$ cat config.mk
export PLATFORM = sky130hd
export DESIGN_NAME = lcd_bus_responder
export DESIGN_NICKNAME = d
export VERILOG_FILES = /design/src/rtl/lcd_bus_responder.sv
export SDC_FILE = /design/constraint.sdc
export NUM_CORES = 1
export LEC_CHECK = 0
export BUFFER_PORTS_ARGS = -buffer_cell sky130_fd_sc_hd__buf_2
export CAP_MARGIN = 5
export CORE_ASPECT_RATIO = 1.4
export CORE_MARGIN = 2
export CORE_UTILIZATION = 61
export DETAILED_ROUTE_END_ITERATION = 12
export PLACE_DENSITY = 0.79
export SYNTH_ARGS = -nofsm -noshare
export SYNTH_HDL_FRONTEND = slang
export SYNTH_SLANG_ARGS = --single-unit
$ cat constraint.sdc
create_clock -name CLK_400Hz -period 5.4 [get_ports CLK_400Hz]
set_input_delay 1.08 -clock CLK_400Hz [delete_from_list [all_inputs] [get_ports CLK_400Hz]]
set_output_delay 1.08 -clock CLK_400Hz [all_outputs]
set_load 0.01 [all_outputs]
$ cat src/rtl/lcd_bus_responder.sv
// HD44780-style responder for the 8-bit LCD write bus: decodes EN strobes, tracks
// the init/instruction state, mirrors a 2x16 DDRAM and extracts "hh:mm:ss" from line 1.
module lcd_bus_responder #(
  parameter int SYNC_COUNT = 3,
  parameter int ERR_W      = 8
) (
  input  logic             CLK_400Hz,
  input  logic             resetn,
  input  logic             LCD_ON,
  input  logic             LCD_RS,
  input  logic             LCD_EN,
  input  logic             LCD_RW,
  input  logic [7:0]       LCD_DATA,
  input  logic [4:0]       rd_addr,
  output logic [7:0]       rd_data,
  output logic             ready,
  output logic             disp_on,
  output logic             cursor_on,
  output logic             blink_on,
  output logic             entry_inc,
  output logic             entry_shift,
  output logic [6:0]       addr_cnt,
  output logic [3:0]       bcd_hrd1,
  output logic [3:0]       bcd_hrd0,
  output logic [3:0]       bcd_mind1,
  output logic [3:0]       bcd_mind0,
  output logic [3:0]       bcd_secd1,
  output logic [3:0]       bcd_secd0,
  output logic             time_valid,
  output logic             fmt_err,
  output logic [ERR_W-1:0] proto_err_cnt
);

  localparam int CNT_W = $clog2(SYNC_COUNT + 1);
  localparam logic [CNT_W-1:0] SYNC_LAST = CNT_W'(SYNC_COUNT - 1);

  typedef enum logic [1:0] {S_WAIT, S_SYNC, S_READY} state_t;

  state_t           state, state_nx;
  logic [CNT_W-1:0] sync_cnt, sync_nx;

  logic       en_q, armed;
  logic       cap_rs, cap_rw;
  logic [7:0] cap_data;
  logic [7:0] ddram [32];
  logic       pend;

  // Bus protocol: fields are captured on every edge EN is high; the command acts
  // once, on the first edge EN is seen low again. armed blocks an EN level that
  // was already high when reset released from ever producing a strobe.
  logic strobe, is_fset, instr_rdy, data_wr, err_inc, time_ok;

  assign strobe    = en_q & ~LCD_EN & LCD_ON;
  assign is_fset   = strobe & ~cap_rw & ~cap_rs & (cap_data[7:4] == 4'h3);
  assign instr_rdy = strobe & ~cap_rw & ~cap_rs & (state == S_READY);
  assign data_wr   = strobe & ~cap_rw & cap_rs & (state == S_READY);
  assign err_inc   = (strobe & cap_rw) | (strobe & ~cap_rw & ~is_fset & (state != S_READY));
  assign ready     = (state == S_READY);
  assign rd_data   = ddram[rd_addr];

  function automatic logic is_digit(input logic [7:0] c);
    return (c >= 8'h30) && (c <= 8'h39);
  endfunction

  assign time_ok = is_digit(ddram[0]) & is_digit(ddram[1]) & (ddram[2] == 8'h3A) &
                   is_digit(ddram[3]) & is_digit(ddram[4]) & (ddram[5] == 8'h3A) &
                   is_digit(ddram[6]) & is_digit(ddram[7]);

  // Lines are 40 cells (0x00-0x27, 0x40-0x67); leaving a line, or stepping from an
  // out-of-range set-address value, lands on the other line's base.
  function automatic logic [6:0] step_addr(input logic [6:0] a, input logic inc);
    if (a[5:0] > 6'h27) return {~a[6], 6'h00};
    if (inc) return (a[5:0] == 6'h27) ? {~a[6], 6'h00} : a + 7'd1;
    return (a[5:0] == 6'h00) ? {~a[6], 6'h27} : a - 7'd1;
  endfunction

  always_ff @(posedge CLK_400Hz or negedge resetn) begin
    if (!resetn) begin
      state    <= S_WAIT;
      sync_cnt <= '0;
    end else begin
      state    <= state_nx;
      sync_cnt <= sync_nx;
    end
  end

  always_comb begin
    state_nx = state;
    sync_nx  = sync_cnt;
    case (state)
      S_WAIT, S_SYNC: begin
        if (is_fset) begin
          sync_nx  = sync_cnt + 1'b1;
          state_nx = (sync_cnt == SYNC_LAST) ? S_READY : S_SYNC;
        end
      end
      S_READY: state_nx = S_READY;
      default: state_nx = S_WAIT;
    endcase
  end

  always_ff @(posedge CLK_400Hz or negedge resetn) begin
    if (!resetn) begin
      en_q     <= 1'b0;
      armed    <= 1'b0;
      cap_rs   <= 1'b0;
      cap_rw   <= 1'b0;
      cap_data <= 8'h00;
    end else begin
      en_q  <= LCD_EN & armed;
      armed <= armed | ~LCD_EN;
      if (LCD_EN) begin
        cap_rs   <= LCD_RS;
        cap_rw   <= LCD_RW;
        cap_data <= LCD_DATA;
      end
    end
  end

  always_ff @(posedge CLK_400Hz or negedge resetn) begin
    if (!resetn) begin
      proto_err_cnt <= '0;
    end else if (err_inc && (proto_err_cnt != {ERR_W{1'b1}})) begin
      proto_err_cnt <= proto_err_cnt + 1'b1;
    end
  end

  // Time extraction samples DDRAM the cycle after the write to 0x07 lands.
  always_ff @(posedge CLK_400Hz or negedge resetn) begin
    if (!resetn) begin
      pend       <= 1'b0;
      time_valid <= 1'b0;
      fmt_err    <= 1'b0;
      bcd_hrd1   <= 4'h0;
      bcd_hrd0   <= 4'h0;
      bcd_mind1  <= 4'h0;
      bcd_mind0  <= 4'h0;
      bcd_secd1  <= 4'h0;
      bcd_secd0  <= 4'h0;
    end else begin
      pend       <= data_wr & (addr_cnt == 7'h07);
      time_valid <= pend & time_ok;
      fmt_err    <= pend & ~time_ok;
      if (pend && time_ok) begin
        bcd_hrd1  <= ddram[0][3:0];
        bcd_hrd0  <= ddram[1][3:0];
        bcd_mind1 <= ddram[3][3:0];
        bcd_mind0 <= ddram[4][3:0];
        bcd_secd1 <= ddram[6][3:0];
        bcd_secd0 <= ddram[7][3:0];
      end
    end
  end

  always_ff @(posedge CLK_400Hz or negedge resetn) begin
    if (!resetn) begin
      for (int i = 0; i < 32; i++) ddram[i] <= 8'h20;
      addr_cnt    <= 7'h00;
      entry_inc   <= 1'b1;
      entry_shift <= 1'b0;
      disp_on     <= 1'b0;
      cursor_on   <= 1'b0;
      blink_on    <= 1'b0;
    end else if (data_wr) begin
      if (addr_cnt[5:4] == 2'b00) ddram[{addr_cnt[6], addr_cnt[3:0]}] <= cap_data;
      addr_cnt <= step_addr(addr_cnt, entry_inc);
    end else if (instr_rdy) begin
      // Highest set bit selects the instruction; 0x20-0x7F have no visible effect.
      if (cap_data[7]) begin
        addr_cnt <= cap_data[6:0];
      end else if (cap_data[6] || cap_data[5]) begin
        addr_cnt <= addr_cnt;
      end else if (cap_data[4]) begin
        if (!cap_data[3]) addr_cnt <= step_addr(addr_cnt, cap_data[2]);
      end else if (cap_data[3]) begin
        disp_on   <= cap_data[2];
        cursor_on <= cap_data[1];
        blink_on  <= cap_data[0];
      end else if (cap_data[2]) begin
        entry_inc   <= cap_data[1];
        entry_shift <= cap_data[0];
      end else if (cap_data[1]) begin
        addr_cnt <= 7'h00;
      end else if (cap_data[0]) begin
        for (int i = 0; i < 32; i++) ddram[i] <= 8'h20;
        addr_cnt  <= 7'h00;
        entry_inc <= 1'b1;
      end
    end
  end

endmodule

Word level (Yosys, flattened, before mapping). Index checks and enable logic that the tools add are counted.

Flip-flop bits (word level): 319. Input bits: 19. Output and inout bits: 55. Word-level logic and storage cells: 218.

Add/subtract/negate cells: 4. $lt $le $gt $ge: 16. Equal/unequal tests: 22. Muxes and demuxes: 60. Bitwise logic cells: 37. Reduce and logical (&&, ||, !) cells: 24.

Operators with widths (number): 2-to-1 mux 256 bit (10); bitwise mux 256 bit (1); 2-to-1 mux 7 bit (19); greater-or-equal comparator 8 x 6 -> 1 bit, second input constant (6); <= comparator 8 x 6 -> 1 bit, second input constant (6); binary-select mux 8 bit (select 5 bit) (1); demux 8 bit (select 5 bit) (1); 2-to-1 mux 8 bit (3); bitwise AND 1 bit (22); 2-to-1 mux 1 bit (22); equality test 8 x 6 -> 1 bit, second input constant (2); != test 2 x 1 -> 1 bit, second input constant (7); greater-or-equal comparator 6 bit, second input constant (2); inverter 5 -> 6 bit (2); inverter 1 bit (11); logical AND 1 bit (9); AND reduction 9 bit (1); adder 8 x 1 -> 8 bit, second input constant (1); != test 8 bit, second input constant (1); AND reduction 8 bit (1); adder 7 x 1 -> 7 bit, second input constant (1); equality test 7 x 3 -> 1 bit, second input constant (1); AND reduction 7 bit (1); subtractor 7 x 1 -> 7 bit, second input constant (1); other kinds (23) (31).

Logic depth before layout (Yosys ltp).
Depth after elaboration: 23. Gate-level depth with buffers: 9. Mapped depth without buffers: 7.

Worst setup path after synthesis. Ideal clock, no wire load.

Path type: input-to-output. Start point: input rd_addr[1]. End point: output rd_data[3]. Data arrival time: 2.794 ns. Data required time: 4.320 ns. Slack: 1.526 ns. Cell stages on the path: 6. Buffers on the path: 3. Cells stage by stage: clkbuf_1 > clkbuf_1 > clkbuf_1 > mux4_2 > mux2i_1 > a221oi_1.

Longest elaborated chain between the ends: 4.

RTL lines: start, declared (RTL line 14) `input logic [4:0] rd_addr,`; inverter 5 -> 6 bit (not written as such) (RTL line 59) `assign rd_data = ddram[rd_addr];`; binary-select mux 8 bit (select 5 bit) (RTL line 59); 2-to-1 mux 8 bit (not written as such) (2 in a row) (RTL line 59); end, declared (RTL line 15) `output logic [7:0] rd_data,`.

No other way between the ends. The select of a mux whose other input is x is not followed.

Worst setup path in the final report.
Start point: input rd_addr[1]. End point: output rd_data[4].

The elaborated chain is that of the path after synthesis.

==> results.json <==
{
  "outcome": "completed",
  "synth-seq-cells": 319,
  "period_minus_slack_ns": 4.22,
  "worstReg2RegEnd": "addr_cnt[4]",
  "rows": 68,
  "syn_area_um2": 15100,
  "clockRootBuffer": "clkbuf_16",
  "critPathCaptureType": "primary output",
  "r2r_setup_slack_ns": 2.32,
  "start_util_pct": 61.6,
  "first_pass_iters": 5,
  "cts_tree": "yes",
  "skew_ns": 0.0115,
  "viasPerCell": 7.10,
  "postCtsHoldBufs": 0,
  "cts.repair.resized": 0,
  "min_from": "armed",
  "io_buffers": 73,
  "finalSetupTns_ns": 0,
  "hold_viol": 0,
  "htree_levels": 2,
  "holdPathStages": 1,
  "hpwl_um": 27200,
  "max_freq_mhz": 237,
  "place_congestion": 0.947,
  "clkSlewWorstSetupHoldPaths_ns": 0.06,
  "grt_max_degree": 144,
  "grt_pass1_vias": 11100,
  "syn_area_per_cell_um2": 12.8,
  "cts_sinks": 319,
  "reg2reg_depth": 7,
  "hp-class": "flip-flop to flip-flop",
  "r2r_start": "addr_cnt[0]",
  "grt_first_pass_wirelength_um": 65100,
  "synth_edf_count": 0,
  "cts_setup_buffers": 0,
  "wl_per_cell_um": 26.5,
  "syn2layout_area_growth_pct": 12.2,
  "crit_type": "primary input to primary output",
  "critical_path_arrival_ns": 3.14,
  "path_max_fanout": 34,
  "synth_cells": 1175,
  "finalSetupViolations": 0,
  "antenna_found_initial": 0,
  "dp_cells": 1497,
  "die-area_um2": 26000,
  "grtUsageTotal_pct": 32.8,
  "synth_area_leader_cell": "dfrtp_1",
  "vias": 11100,
  "nNetsFinal": 1243,
  "yosys.area.top_type_share_pct": 47.4,
  "synth_area_leaders": "dfrtp_1 (47%), a22o_1 (12%), mux4_2 (9.4%), dfstp_2 (5.7%), mux2i_1 (2.3%)",
  "fp.dieW_um": 137,
  "maxSlewHeadroom_pct": 11.0,
  "syn_nets": 1200,
  "rsz0062_at_grt": "no",
  "total_power_w": 0.00526,
  "drc": 0,
  "timing.final.max_slew_violations": 0,
  "pre_cts_ws_ns": 1.24,
  "irDropWorstVdd_mv": 0.276,
  "core_um2": 24500,
  "drtIter0Drc": 1298,
  "hold_end": "armed",
  "die_h_um": 190,
  "postLayoutSetupSlackWorst_ns": 1.18,
  "drive_above_1_share_pct": 24.2,
  "antenna_cells": 0,
  "finalCritPeriodShare_pct": 78.1,
  "yosys.cell_types.count": 64,
  "clock_path_buffers": 3,
  "max_cap_violations": 0,
  "final_antenna_net_count": 0,
  "synth_flop_cell": "dfrtp_1",
  "wl_um": 41300,
  "synthArstFlopShare_pct": 100,
  "ys_warn_count": 0,
  "cts_buffers": 34,
  "finalNonFillerCells": 1559,
  "insertion_delay_ns": 0.51,
  "worstPathRequired_ns": 4.32,
  "startpoint_type": "primary input",
  "power.density_nw_per_um2": 311,
  "yosysSeqAreaShare_pct": 53.2,
  "grt-ovfl-total": 0,
  "p_leak_nw": 7.96,
  "tightest_slew_ns": 1.33,
  "ios": 74
}
[power breakdown]
part | internal [W] | leakage, nW | switching [W]
Combinational | 0.0000891 | 3.04 | 0.000141
Clock | 0.00159 | 0.619 | 0.000976
Sequential | 0.00242 | 4.30 | 0.0000434
[flip-flops by register name (all words and copies together), names as in the netlist, 4 cells and up]
register,flops
bcd_mind1,4
bcd_hrd1,4
cap_data,8
proto_err_cnt,8
ddram,256
addr_cnt,7
bcd_secd0,4
bcd_secd1,4
bcd_mind0,4
bcd_hrd0,4
[cells in the final DEF (no fill, tap or decap), types with 5 or more instances in the layout]
master,n
a211oi_1,7
a21o_1,36
a21oi_1,10
a221oi_1,8
a22o_1,199
a22oi_1,32
and3_1,5
buf_2,71
buf_4,19
bufinv_16,6
clkbuf_16,37
clkinv_2,10
dfrtp_1,286
dfstp_2,33
ha_1,6
inv_1,43
mux2_2,15
mux2_4,20
mux2i_1,34
mux4_2,63
nand2_1,37
nand3_1,22
nand4_1,17
nor2_1,53
nor2b_1,12
nor3_1,10
nor4_1,9
o21ai_0,20
o2bb2ai_1,32
xnor2_1,5
xor2_1,7
[cell families after synthesis]
family / count (synthesis) / share of synthesized area, %
flip-flops: 319 / 53.2
AO/OA/AOI/OAI: 376 / 20.4
adder cells (fa/ha/maj): 6 / 0.498
XOR/XNOR: 12 / 0.697
buffers and inverters: 130 / 3.59
AND/OR/NAND/NOR: 199 / 6.72
multiplexers: 133 / 14.9
[area by class of cell]
type                            count  area [µm²]
Timing Repair Buffer               94         573
Inverter                           43         161
Fill cell                        1682        7570
Clock buffer                       42         985
Multi-Input combinational cell    726        6530
Tap cell                          315         394
Clock inverter                     20         263
Sequential cell                   319        8020
[synth_stat cells (all sizes together), types with 3 or more instances]
cell type / count
nand2: 37
or2: 3
mux2i: 34
a22oi: 32
dfrtp: 286
a21o: 37
nand2b: 4
nand4: 17
nand3b: 3
or4: 3
clkbuf: 64
o31ai: 4
inv: 43
a21oi: 10
a32oi: 4
nor3: 10
nor2: 57
nor4: 10
a31oi: 4
dfstp: 33
xnor2: 5
and2: 5
a211oi: 7
mux4: 64
nand3: 22
a221oi: 8
xor2: 7
mux2: 35
nor2b: 12
o2bb2ai: 32
ha: 6
buf: 23
a22o: 200
o21ai: 20
and3: 6
[per-stage QoR]
stage / utilization (%) / area [µm²] / hold WS [ns]
3_5_place_dp: 64.0 / 15700 / 0.445
5_1_grt: 69.1 / 16900 / 0.484
3_3_place_gp: 64.0 / 15700 / 0.442
6_report: 69.1 / 16900 / 0.460
2_1_floorplan: - / 15100 / 0.426
4_1_cts: 69.1 / 16900 / 0.463
[worst max-delay path, cell delays in order]
cell and delay [ns]:
buf_2 0.48, buf_12 0.30, buf_4 0.24, mux4_2 0.20
mux2i_1 0.10, a221oi_1 0.51, buf_2 0.22
[per-layer routing]
metal | vias up | global-route usage, % | wire (µm)
li1 | 4663 | - | -
met1 | 5594 | 44.1 | 15800
met2 | 637 | 51.1 | 19600
met3 | 177 | 4.74 | 2950
met4 | 0 | 19.2 | 2990
met5 | - | 0 | 0
[how the worst max path moves through the flow]
stage               start  cells after the start          to
2_1_floorplan  rd_addr[1]                      6  rd_data[3]
3_3_place_gp   rd_addr[1]                      7  rd_data[4]
3_5_place_dp   rd_addr[1]                      7  rd_data[4]
4_1_cts        rd_addr[1]                      7  rd_data[4]
5_1_grt        rd_addr[1]                      7  rd_data[4]
6_report       rd_addr[1]                      7  rd_data[4]
Note: power is estimated with default switching activity, not from simulation.
